[src/rtl/i2c_master_byte_ctrl_pkg.sv]
// Shared command codes, FSM states and counter limits for the I2C byte-level master.
package pkg_i2c_master;

  typedef enum logic [1:0] {
    CMD_START = 2'b00,
    CMD_STOP  = 2'b01,
    CMD_WRITE = 2'b10,
    CMD_READ  = 2'b11
  } cmd_e;

  typedef enum logic [1:0] {
    ST_IDLE,
    ST_START,
    ST_BIT,
    ST_STOP
  } state_e;

  localparam logic [1:0] LAST_QUARTER = 2'd3;
  localparam logic [3:0] LAST_BIT     = 4'd8;

endpackage

[src/rtl/i2c_master_clkgen.sv]
// SCL quarter-period divider: counts div+1 cycles per quarter, can be held at quarter start.
module i2c_master_clkgen #(
  parameter int CLK_DIV_W = 16
) (
  input  logic                 clk_i,
  input  logic                 rst_ni,
  input  logic                 en_i,
  input  logic                 hold_i,
  input  logic [CLK_DIV_W-1:0] div_i,
  output logic                 qstart_o,
  output logic                 qdone_o
);

  logic [CLK_DIV_W-1:0] cnt_q;
  logic [CLK_DIV_W-1:0] div_q;
  logic                 stall;

  // Stretching only freezes a quarter before it has begun counting.
  assign stall    = hold_i && (cnt_q == '0);
  assign qstart_o = en_i && (cnt_q == '0) && !hold_i;
  assign qdone_o  = en_i && !stall && (cnt_q == div_q);

  // The divisor is re-captured at every quarter boundary, so a change lands on the next quarter.
  always_ff @(posedge clk_i or negedge rst_ni) begin
    if (!rst_ni) begin
      cnt_q <= '0;
      div_q <= '0;
    end else if (!en_i || qdone_o) begin
      cnt_q <= '0;
      div_q <= div_i;
    end else if (!stall) begin
      cnt_q <= cnt_q + 1'b1;
    end
  end

endmodule

[src/rtl/i2c_master_byte_ctrl.sv]
// Byte-level I2C master: executes one START, STOP, WRITE or READ command at a time
// on an open-drain SCL/SDA pad pair, with clock stretching support.
module i2c_master_byte_ctrl
  import pkg_i2c_master::*;
#(
  parameter int CLK_DIV_W = 16
) (
  input  logic                 clk_i,
  input  logic                 rst_ni,
  input  logic [CLK_DIV_W-1:0] clk_div_i,
  input  logic                 cmd_valid_i,
  output logic                 cmd_ready_o,
  input  logic [1:0]           cmd_i,
  input  logic [7:0]           wdata_i,
  input  logic                 ack_i,
  output logic                 rsp_valid_o,
  output logic                 rsp_nack_o,
  output logic [7:0]           rdata_o,
  output logic                 busy_o,
  input  logic                 scl_pad_i,
  output logic                 scl_pad_o,
  output logic                 scl_padoen_o,
  input  logic                 sda_pad_i,
  output logic                 sda_pad_o,
  output logic                 sda_padoen_o,
  output state_e               state_o
);

  // Handshake: a command transfers on any cycle with cmd_valid_i && cmd_ready_o; ready is
  // high only while idle, and completion is a single-cycle rsp_valid_o pulse with no back-pressure.

  state_e      state_q, state_d;
  logic [1:0]  phase_q;
  logic [3:0]  bit_q;
  cmd_e        cmd_q;
  logic [7:0]  wdata_q, rx_q, rdata_q;
  logic        ack_q, nack_tmp_q, rsp_nack_q, rsp_valid_q, busy_q;
  logic        scl_hold_q, sda_hold_q;
  logic        scl_oen, sda_oen, bit_sda;
  logic        en, hold, qstart, qdone, last_quarter, done, accept, sample;

  assign en           = (state_q != ST_IDLE);
  assign accept       = cmd_valid_i && cmd_ready_o;
  assign hold         = en && scl_oen && !scl_pad_i;
  assign last_quarter = (phase_q == LAST_QUARTER) && ((state_q != ST_BIT) || (bit_q == LAST_BIT));
  assign done         = qdone && last_quarter;
  assign sample       = (state_q == ST_BIT) && (phase_q == 2'd2) && qstart;

  i2c_master_clkgen #(.CLK_DIV_W(CLK_DIV_W)) u_clkgen (
    .clk_i    (clk_i),
    .rst_ni   (rst_ni),
    .en_i     (en),
    .hold_i   (hold),
    .div_i    (clk_div_i),
    .qstart_o (qstart),
    .qdone_o  (qdone)
  );

  always_comb begin
    bit_sda = 1'b1;
    if (bit_q == LAST_BIT) bit_sda = (cmd_q == CMD_WRITE) ? 1'b1 : ~ack_q;
    else if (cmd_q == CMD_WRITE) bit_sda = wdata_q[~bit_q[2:0]];
  end

  // Lines keep their last driven level while idle so the bus stays owned between commands.
  always_comb begin
    scl_oen = scl_hold_q;
    sda_oen = sda_hold_q;
    case (state_q)
      ST_START: begin
        case (phase_q)
          2'd0:    sda_oen = 1'b1;
          2'd1:    begin scl_oen = 1'b1; sda_oen = 1'b1; end
          2'd2:    begin scl_oen = 1'b1; sda_oen = 1'b0; end
          default: begin scl_oen = 1'b0; sda_oen = 1'b0; end
        endcase
      end
      ST_BIT: begin
        scl_oen = (phase_q == 2'd1) || (phase_q == 2'd2);
        sda_oen = bit_sda;
      end
      ST_STOP: begin
        case (phase_q)
          2'd0:    sda_oen = 1'b0;
          2'd3:    begin scl_oen = 1'b1; sda_oen = 1'b1; end
          default: begin scl_oen = 1'b1; sda_oen = 1'b0; end
        endcase
      end
      default: ;
    endcase
  end

  always_comb begin
    state_d = state_q;
    if (state_q == ST_IDLE) begin
      if (cmd_valid_i) begin
        case (cmd_e'(cmd_i))
          CMD_START: state_d = ST_START;
          CMD_STOP:  state_d = ST_STOP;
          default:   state_d = ST_BIT;
        endcase
      end
    end else if (done) begin
      state_d = ST_IDLE;
    end
  end

  always_ff @(posedge clk_i or negedge rst_ni) begin
    if (!rst_ni) state_q <= ST_IDLE;
    else         state_q <= state_d;
  end

  always_ff @(posedge clk_i or negedge rst_ni) begin
    if (!rst_ni) begin
      phase_q     <= '0;
      bit_q       <= '0;
      cmd_q       <= CMD_START;
      wdata_q     <= '0;
      ack_q       <= 1'b0;
      rx_q        <= '0;
      nack_tmp_q  <= 1'b0;
      rdata_q     <= '0;
      rsp_nack_q  <= 1'b0;
      rsp_valid_q <= 1'b0;
      busy_q      <= 1'b0;
      scl_hold_q  <= 1'b1;
      sda_hold_q  <= 1'b1;
    end else begin
      rsp_valid_q <= done;
      if (accept) begin
        cmd_q   <= cmd_e'(cmd_i);
        wdata_q <= wdata_i;
        ack_q   <= ack_i;
        phase_q <= '0;
        bit_q   <= '0;
      end
      if (en) begin
        scl_hold_q <= scl_oen;
        sda_hold_q <= sda_oen;
      end
      if (qdone) begin
        phase_q <= phase_q + 2'd1;
        if ((state_q == ST_BIT) && (phase_q == LAST_QUARTER) && (bit_q != LAST_BIT))
          bit_q <= bit_q + 4'd1;
      end
      if (sample) begin
        if (bit_q == LAST_BIT) nack_tmp_q <= sda_pad_i;
        else                   rx_q       <= {rx_q[6:0], sda_pad_i};
      end
      if (done) begin
        case (cmd_q)
          CMD_START: busy_q     <= 1'b1;
          CMD_STOP:  busy_q     <= 1'b0;
          CMD_WRITE: rsp_nack_q <= nack_tmp_q;
          CMD_READ:  rdata_q    <= rx_q;
        endcase
      end
    end
  end

  assign cmd_ready_o  = (state_q == ST_IDLE);
  assign rsp_valid_o  = rsp_valid_q;
  assign rsp_nack_o   = rsp_nack_q;
  assign rdata_o      = rdata_q;
  assign busy_o       = busy_q;
  assign scl_pad_o    = 1'b0;
  assign sda_pad_o    = 1'b0;
  assign scl_padoen_o = scl_oen;
  assign sda_padoen_o = sda_oen;
  assign state_o      = state_q;

endmodule

[config.mk]
export PLATFORM = sky130hd
export DESIGN_NAME = i2c_master_byte_ctrl
export DESIGN_NICKNAME = d
export VERILOG_FILES = /design/src/rtl/i2c_master_byte_ctrl_pkg.sv /design/src/rtl/i2c_master_clkgen.sv /design/src/rtl/i2c_master_byte_ctrl.sv
export SDC_FILE = /design/constraint.sdc
export NUM_CORES = 1
export LEC_CHECK = 0
export ABC_AREA = 1
export CAP_MARGIN = 25
export CORE_UTILIZATION = 55
export CTS_BUF_LIST = sky130_fd_sc_hd__clkbuf_8
export CTS_CLUSTER_DIAMETER = 100
export DETAILED_ROUTE_END_ITERATION = 10
export GPL_TIMING_DRIVEN = 0
export PLACE_DENSITY_LB_ADDON = 0.2
export SYNTH_ARGS = -nofsm -noshare
export SYNTH_HDL_FRONTEND = slang
export SYNTH_SLANG_ARGS = --single-unit
[constraint.sdc]
create_clock -name clk_i -period 5.85 [get_ports clk_i]
set_clock_uncertainty 0.05 [all_clocks]
set_input_delay 1.755 -clock clk_i [delete_from_list [all_inputs] [get_ports clk_i]]
set_output_delay 1.755 -clock clk_i [all_outputs]
set_load 0.005 [all_outputs]
==> impl_metrics.toml, run 1 <==
[status]
status = "finished clean"

[route]
routed_wl_um = 9710
viasPerCell = 5.15
drt_iter0_drc = 238
post_drt_wl_per_cell_um = 13.4
drc_errors = 0
vias = 3727
drt-pass1-iter-count = 4
drtAntennaViolNets = 0

[synthesis]
yosysTopAreaCellShare = 0.415
synth_edf_count = 0
yosys.area.top_type = "dfrtp_1"
synth_seq_cells = 73
syn_area_per_cell_um2 = 7.65
synth.area.top_cells = "dfrtp_1 41%, nand2_1 18%, inv_1 5.3%"
syn_area_um2 = 4280
synth_cells = 560
async_reset_ff_frac = 1.00
ys_seq_area_frac = 0.427
ys.flop_type = "dfrtp_1"
synth_warnings = 0
ys_types = 42

[floorplan]
core_um2 = 7410
dieArea_um2 = 8140
initial_core_util = 0.578
die_y_um = 90.2
fp.dieW_um = 90.2
row_count = 31
io_pins = 50

[timing]
finalHoldViolations = 0
relSlewSlack = 0.660
whs_ns = 0.422
slew_viol_final = 0
period_minus_slack_ns = 4.15
setup_viol = 0
fin_tns_setup_ns = 0
worst_pin_slew_ns = 0.507
fmax_mhz = 241
post-route-period-util = 0.709
rsz0062_at_grt = "false"
layout_setup_ws_ns = 1.70

[global_route]
antenna_found_initial = 0
grt_pass1_wl_um = 16900
grt-ovfl-total = 0
grt_pass1_vias = 3541
grt_usage = 0.263
grt_max_degree = 74

[setup_path]
reg2reg_depth = 9
crit_buf_inv = 3
max_stage_delay_ns = 0.51
worstSetupEndpointType = "output port"
cp.depth = 8
slowest_stage = "clkdlybuf4s50_1"
start_kind = "flop"
cp_cell_sequence = "clkinv_1 -> ha_1 -> nand3_1 -> nand2_1 -> inv_1 -> o22ai_1 -> nand4_1 -> clkdlybuf4s50_1"
path_class = "reg2out"
arrival_ns = 2.34
path_max_fanout = 8
crit_required_ns = 4.05
crit_family = "buffers and inverters"

[clocking]
cts_resized = 0
cts.sinks = 73
clock-root-buffer = "clkbuf_8"
clock_latency_ns = 0.35
ctsHtreeMaxLevel = 3
cts_hold_buf = 0
post-cts-setup-buffer-count = 0
cts_buffer_depth = 2
path_clk_slew_ns = 0.08
cts_tree = "built"
cts_made_buffers = 9

[placement]
pre_cts_ws_ns = 2.09
portBuffers = 47
dp_hpwl_um = 7190
gp_congestion = 0.920

[pwr]
pwr-share-seq = 0.367
p_sw_uw = 777
peakVddDrop_uv = 286
power_density_nw_per_um2 = 374
p_leak_nw = 2.52
p_sw_frac = 0.408
intPower_mw = 1.13
pwr-share-clk = 0.201
comb_power_share = 0.432

[hold_path]
min_path_cells = 2
hold_path_class = "reg2reg"

[finish]
postLayoutCoreUtil = 0.687
fin_nets = 661
fillCellCount = 630
syn_to_final_growth_pct = 18.9
drive_gt1_frac = 0.141
multi_input_area_um2 = 2060
regArea_um2 = 1830
antennaDiodeCount = 0

[job]
cap_violations = 0
-- cell usage after synthesis (2+ instances only) --
library cell	n
buf_2	3
o21ai_1	9
nand2_2	7
nand3_1	21
a31oi_1	2
nor3_2	3
buf_4	3
nor2_2	9
nand2_1	201
nor3b_1	2
nor2_4	4
dfstp_2	2
buf_6	2
nor2_1	48
clkinv_1	3
buf_12	2
ha_1	9
o21ai_0	12
o211ai_1	3
dfrtp_1	71
a21oi_1	5
nor3_1	8
inv_1	61
nand3_2	4
nand4_1	20
o21ai_2	15
inv_2	8
nor3_4	4
xnor2_1	2
xor2_1	5
-- layout make-up --
type	instances	share of cell area
multi-input cells	403	0.405
flip-flops and latches	73	0.359
repair buffers	48	0.0973
inverters	73	0.0548
clock buffers	9	0.0243
well taps	99	0.0243
plain buffers	12	0.0233
clock inverters	6	0.0120
-- layer usage --
layer	GRT usage	part of all wire	vias up	wire, um
li1	-	-	1884	-
met5	0	0	-	0
met1	0.369	0.47	1738	4590
met4	0.0726	0.015	0	148
met2	0.415	0.47	90	4540
met3	0.0525	0.045	15	435
-- layout by cell type, fill, tap and decap left out, types with 2 or more instances in the layout --
master             n
nand2_1          201
dfrtp_1           71
inv_1             62
nor2_1            48
clkdlybuf4s50_1   46
nand3_1           21
nand4_1           20
o21ai_2           15
o21ai_0           12
nor2_2             9
o21ai_1            9
ha_1               9
clkbuf_8           9
inv_2              8
nor3_1             8
nand2_2            7
a21oi_1            5
xor2_1             5
nor2_4             4
nand3_2            4
buf_4              4
nor3_4             4
o211ai_1           3
clkinv_1           3
nor3_2             3
buf_2              3
xnor2_1            2
buf_6              2
nor3b_1            2
buf_12             2
a31oi_1            2
conb_1             2
clkinv_4           2
clkinv_2           2
dfstp_2            2
-- registers in the layout, summed over array words and instances, names as in the netlist, 4 cells and up --
register,count
rx_q,8
wdata_q,8
u_clkgen.div_q,16
bit_q,4
rdata_o,8
u_clkgen.cnt_q,16
-- path summary, 6_finish.rpt --
path	end	from	slack (ns)
setup / recovery	sda_padoen_o	bit_q[0]	1.70
max in group asynchronous	sda_hold_q	rst_ni	4.05
setup reg to reg	rdata_o[1]	bit_q[0]	3.65
min in group asynchronous	u_clkgen.cnt_q[3]	rst_ni	1.37
hold reg to reg	rdata_o[0]	rdata_o[0]	0.42
hold / removal	rdata_o[0]	rdata_o[0]	0.42
-- kinds of logic (layout without fill, tap and decap cells) --
group,after synthesis,in the layout,synth area share
simple gates,337,337,0.366
buf+inv,85,148,0.0929
flops,73,73,0.427
compound gates,48,48,0.0727
fa+ha+maj,9,9,0.0263
xor+xnor,7,7,0.0143
other cells,1,2,0.000876
-- worst reg2reg max path: cells and delay by family (launching register included) --
kind                     cells  cell delay (ns)
adder cells (fa/ha/maj)      1             0.16
buffers and inverters        3             0.54
flip-flops                   1             0.45
AND/OR/NAND/NOR              5             0.93
-- stage by stage --
stage                     cells  power, mW  area (um^2)
after floorplan             561       1.29         4290
after global placement      707       1.50         4880
after detailed placement    707       1.53         4880
after CTS                   722       1.91         5060
after global routing        723       2.05         5090
final                       723       1.90         5090
-- power by group through the flow --
stage / registers (mW) / logic (mW) / clock network, mW
finish: 0.699 / 0.822 / 0.383
global route: 0.712 / 0.926 / 0.412
CTS: 0.698 / 0.824 / 0.388
detailed placement: 0.704 / 0.821 / 0
global placement: 0.703 / 0.801 / 0
floorplan: 0.684 / 0.609 / 0
Power figures use the tool's default switching activity.
==> run 2: changes to the inputs <==
==> constraint.sdc (replaced) <==
create_clock -name clk_i -period 4.3 [get_ports clk_i]
set_clock_uncertainty 0.05 [all_clocks]
set_input_delay 1.29 -clock clk_i [delete_from_list [all_inputs] [get_ports clk_i]]
set_output_delay 1.29 -clock clk_i [all_outputs]
set_load 0.005 [all_outputs]
==> results of run 2 <==
Same layout as run 1 (identical final DEF). Status: finished clean.
Main changes from that run: setup slack after placement 2.09 ns -> 1.00 ns; setup slack after layout 1.70 ns -> 0.619 ns; register-to-register setup slack 3.65 ns -> 2.10 ns; total power 1.90 mW -> 2.59 mW; worst IR drop on VDD 286 uV -> 389 uV
==> run 3: changes to the inputs <==
--- a/config.mk
+++ b/config.mk
@@ -5,14 +5,16 @@
 export SDC_FILE = /design/constraint.sdc
 export NUM_CORES = 1
 export LEC_CHECK = 0
-export ABC_AREA = 1
+export ABC_AREA = 0
 export CAP_MARGIN = 25
 export CORE_UTILIZATION = 55
 export CTS_BUF_LIST = sky130_fd_sc_hd__clkbuf_8
 export CTS_CLUSTER_DIAMETER = 100
 export DETAILED_ROUTE_END_ITERATION = 10
+export DONT_BUFFER_PORTS = 1
 export GPL_TIMING_DRIVEN = 0
 export PLACE_DENSITY_LB_ADDON = 0.2
+export REMOVE_ABC_BUFFERS = 1
 export SYNTH_ARGS = -nofsm -noshare
 export SYNTH_HDL_FRONTEND = slang
 export SYNTH_SLANG_ARGS = --single-unit
==> impl_metrics.toml, run 3 <==
[setup_path]
crit_required_ns = 2.96
cp_cell_sequence = "mux4_2 -> nor2b_1 -> a2111oi_0 -> a31oi_1 -> mux4_2"
start_kind = "flop"
arrival_ns = 2.56
worstSetupEndpointType = "output port"
path_class = "reg2out"
slowest_stage = "mux4_2"
crit_family = "multiplexers"
path_max_fanout = 7
max_stage_delay_ns = 0.56
cpMostUsedCell = "mux4_2"
crit_buf_inv = 0

[placement]
dp_hpwl_um = 4720
portBuffers = 0
place_area_um2 = 3760
pre_cts_ws_ns = 0.790
post-place-cells = 372
gp_congestion = 0.818

[finish]
top_regs = "u_clkgen.cnt_q x16, u_clkgen.div_q x16"
finalNonFillerCells = 388
fin_nets = 347
fillCellCount = 550
syn_to_final_growth_pct = 6.14
multi_input_area_um2 = 1770
postLayoutCoreUtil = 0.612
regArea_um2 = 1830
layout_commonest_cell = "dfrtp_1"
antennaDiodeCount = 0
stdcell_area_um2 = 3960
final_cell_mix = "71 x dfrtp_1, 34 x mux2_2, 17 x nor2_1, 16 x nand2_1, 16 x xor2_1"
drive_gt1_frac = 0.235

[global_route]
grt_pass1_vias = 2285
grt-ovfl-total = 0
grt_usage = 0.206
grt_max_degree = 74
grt_pass1_wl_um = 11100
antenna_found_initial = 0

[clocking]
ctsHtreeMaxLevel = 3
cts_hold_buf = 0
cts_buffer_depth = 2
cts_resized = 0
clock_latency_ns = 0.35
post-cts-setup-buffer-count = 0
clock-root-buffer = "clkbuf_8"
path_clk_slew_ns = 0.08
cts_made_buffers = 9
cts_tree = "built"
cts.sinks = 73

[pwr]
pwr-share-clk = 0.242
p_total_mw = 2.16
p_sw_uw = 679
pwr-share-seq = 0.486
p_leak_nw = 1.76
intPower_mw = 1.48
comb_power_share = 0.273
peakVddDrop_uv = 307
power_density_nw_per_um2 = 547
p_sw_frac = 0.314

[synthesis]
ys_types = 50
async_reset_ff_frac = 1.00
yosys-top-cells-count = "71 x dfrtp_1, 34 x mux2_2, 17 x nor2_1, 16 x nand2_1, 16 x xor2_1"
syn_area_um2 = 3730
yosysMostFrequentCell = "dfrtp_1"
ys_seq_area_frac = 0.491
syn_area_per_cell_um2 = 12.2
ys.flop_type = "dfrtp_1"
synth_seq_cells = 73
yosysTopAreaCellShare = 0.477
yosys.area.top_type = "dfrtp_1"
synth.area.top_cells = "dfrtp_1 48%, mux2_2 10%, mux2_4 4.0%"
synth_cells = 305
synth_edf_count = 0
synth_warnings = 0

[timing]
worst_pin_slew_ns = 0.847
relSlewSlack = 0.435
period_minus_slack_ns = 3.90
fin_tns_setup_ns = 0
slew_viol_final = 0
layout_setup_ws_ns = 0.395
rsz0062_at_grt = "false"
post-route-period-util = 0.908
whs_ns = 0.456
finalHoldViolations = 0
setup_viol = 0
fmax_mhz = 256

[floorplan]
io_pins = 50
dieArea_um2 = 7110
initial_core_util = 0.577
die_y_um = 84.3
core_um2 = 6460
row_count = 29
fp.dieW_um = 84.3

[route]
vias = 2282
drc_errors = 3
drt_iter0_drc = 77
route.met3.wl_um = 368
wl_met1_um = 3110
top_layer_used = "met4"
routed_wl_um = 6560
viasPerCell = 5.88
drtAntennaViolNets = 0
wl_met2_um = 2970
post_drt_wl_per_cell_um = 16.9
drt-pass1-iter-count = 9

[status]
status = "finished with violations"
violations = "design-rule violations"

[hold_path]
hold_path_class = "reg2reg"

[job]
cap_violations = 0
## run 3: cell count changes after synthesis, sizes merged, moves of 5 or more
| cell | change |
|---|---|
| nand4 | -15 |
| nand3 | -12 |
| nand2 | -193 |
| xor2 | +11 |
| xnor2 | +9 |
| mux2 | +47 |
| inv | -60 |
| nor2b | +6 |
| o21ai | -31 |
| nor4 | +5 |
| nor3 | -13 |
| nor2 | -43 |
| and3 | +5 |
| nand2b | +6 |
## run 3: power by group through the flow
| stage | clock network (mW) | logic (mW) | registers [mW] |
|---|---|---|---|
| 3_3_place_gp | 0 | 0.567 | 1.06 |
| 3_5_place_dp | 0 | 0.592 | 1.06 |
| 6_report | 0.522 | 0.590 | 1.05 |
| 4_1_cts | 0.541 | 0.598 | 1.05 |
| 2_1_floorplan | 0 | 0.503 | 1.01 |
| 5_1_grt | 0.573 | 0.647 | 1.08 |
## run 3: area by class of cell
cell class | count | share of cell area
clock inverter | 7 | 0.0180
timing repair buffer | 1 | 0.00696
multi-input combinational | 211 | 0.447
inverter | 10 | 0.00949
sequential | 73 | 0.463
tap | 77 | 0.0244
clock buffer | 9 | 0.0313
## run 3: worst paths after layout
check	startpoint	to	slack, ns	cells past startpoint
max reg2reg	state_o[1]	u_clkgen.div_q[14]	0.80	6
max	bit_q[0]	sda_padoen_o	0.40	5
max in group asynchronous	rst_ni	scl_hold_q	3.40	0
min in group asynchronous	rst_ni	u_clkgen.div_q[8]	0.58	0
min reg2reg	nack_tmp_q	nack_tmp_q	0.46	1
min	nack_tmp_q	nack_tmp_q	0.46	1
## run 3: per-layer routing
layer | up-vias | track usage
met5 | - | 0
met4 | 0 | 0.0737
met3 | 10 | 0.0767
met2 | 55 | 0.309
met1 | 1125 | 0.275
li1 | 1092 | -
## run 3: logic make-up after synthesis
kind of cell | after synthesis | share of synthesized area
flops | 73 | 0.491
other cells | 1 | 0.00101
mux | 53 | 0.182
xor+xnor | 27 | 0.0635
buf+inv | 22 | 0.0353
compound gates | 25 | 0.0561
fa+ha+maj | 9 | 0.0302
simple gates | 95 | 0.141
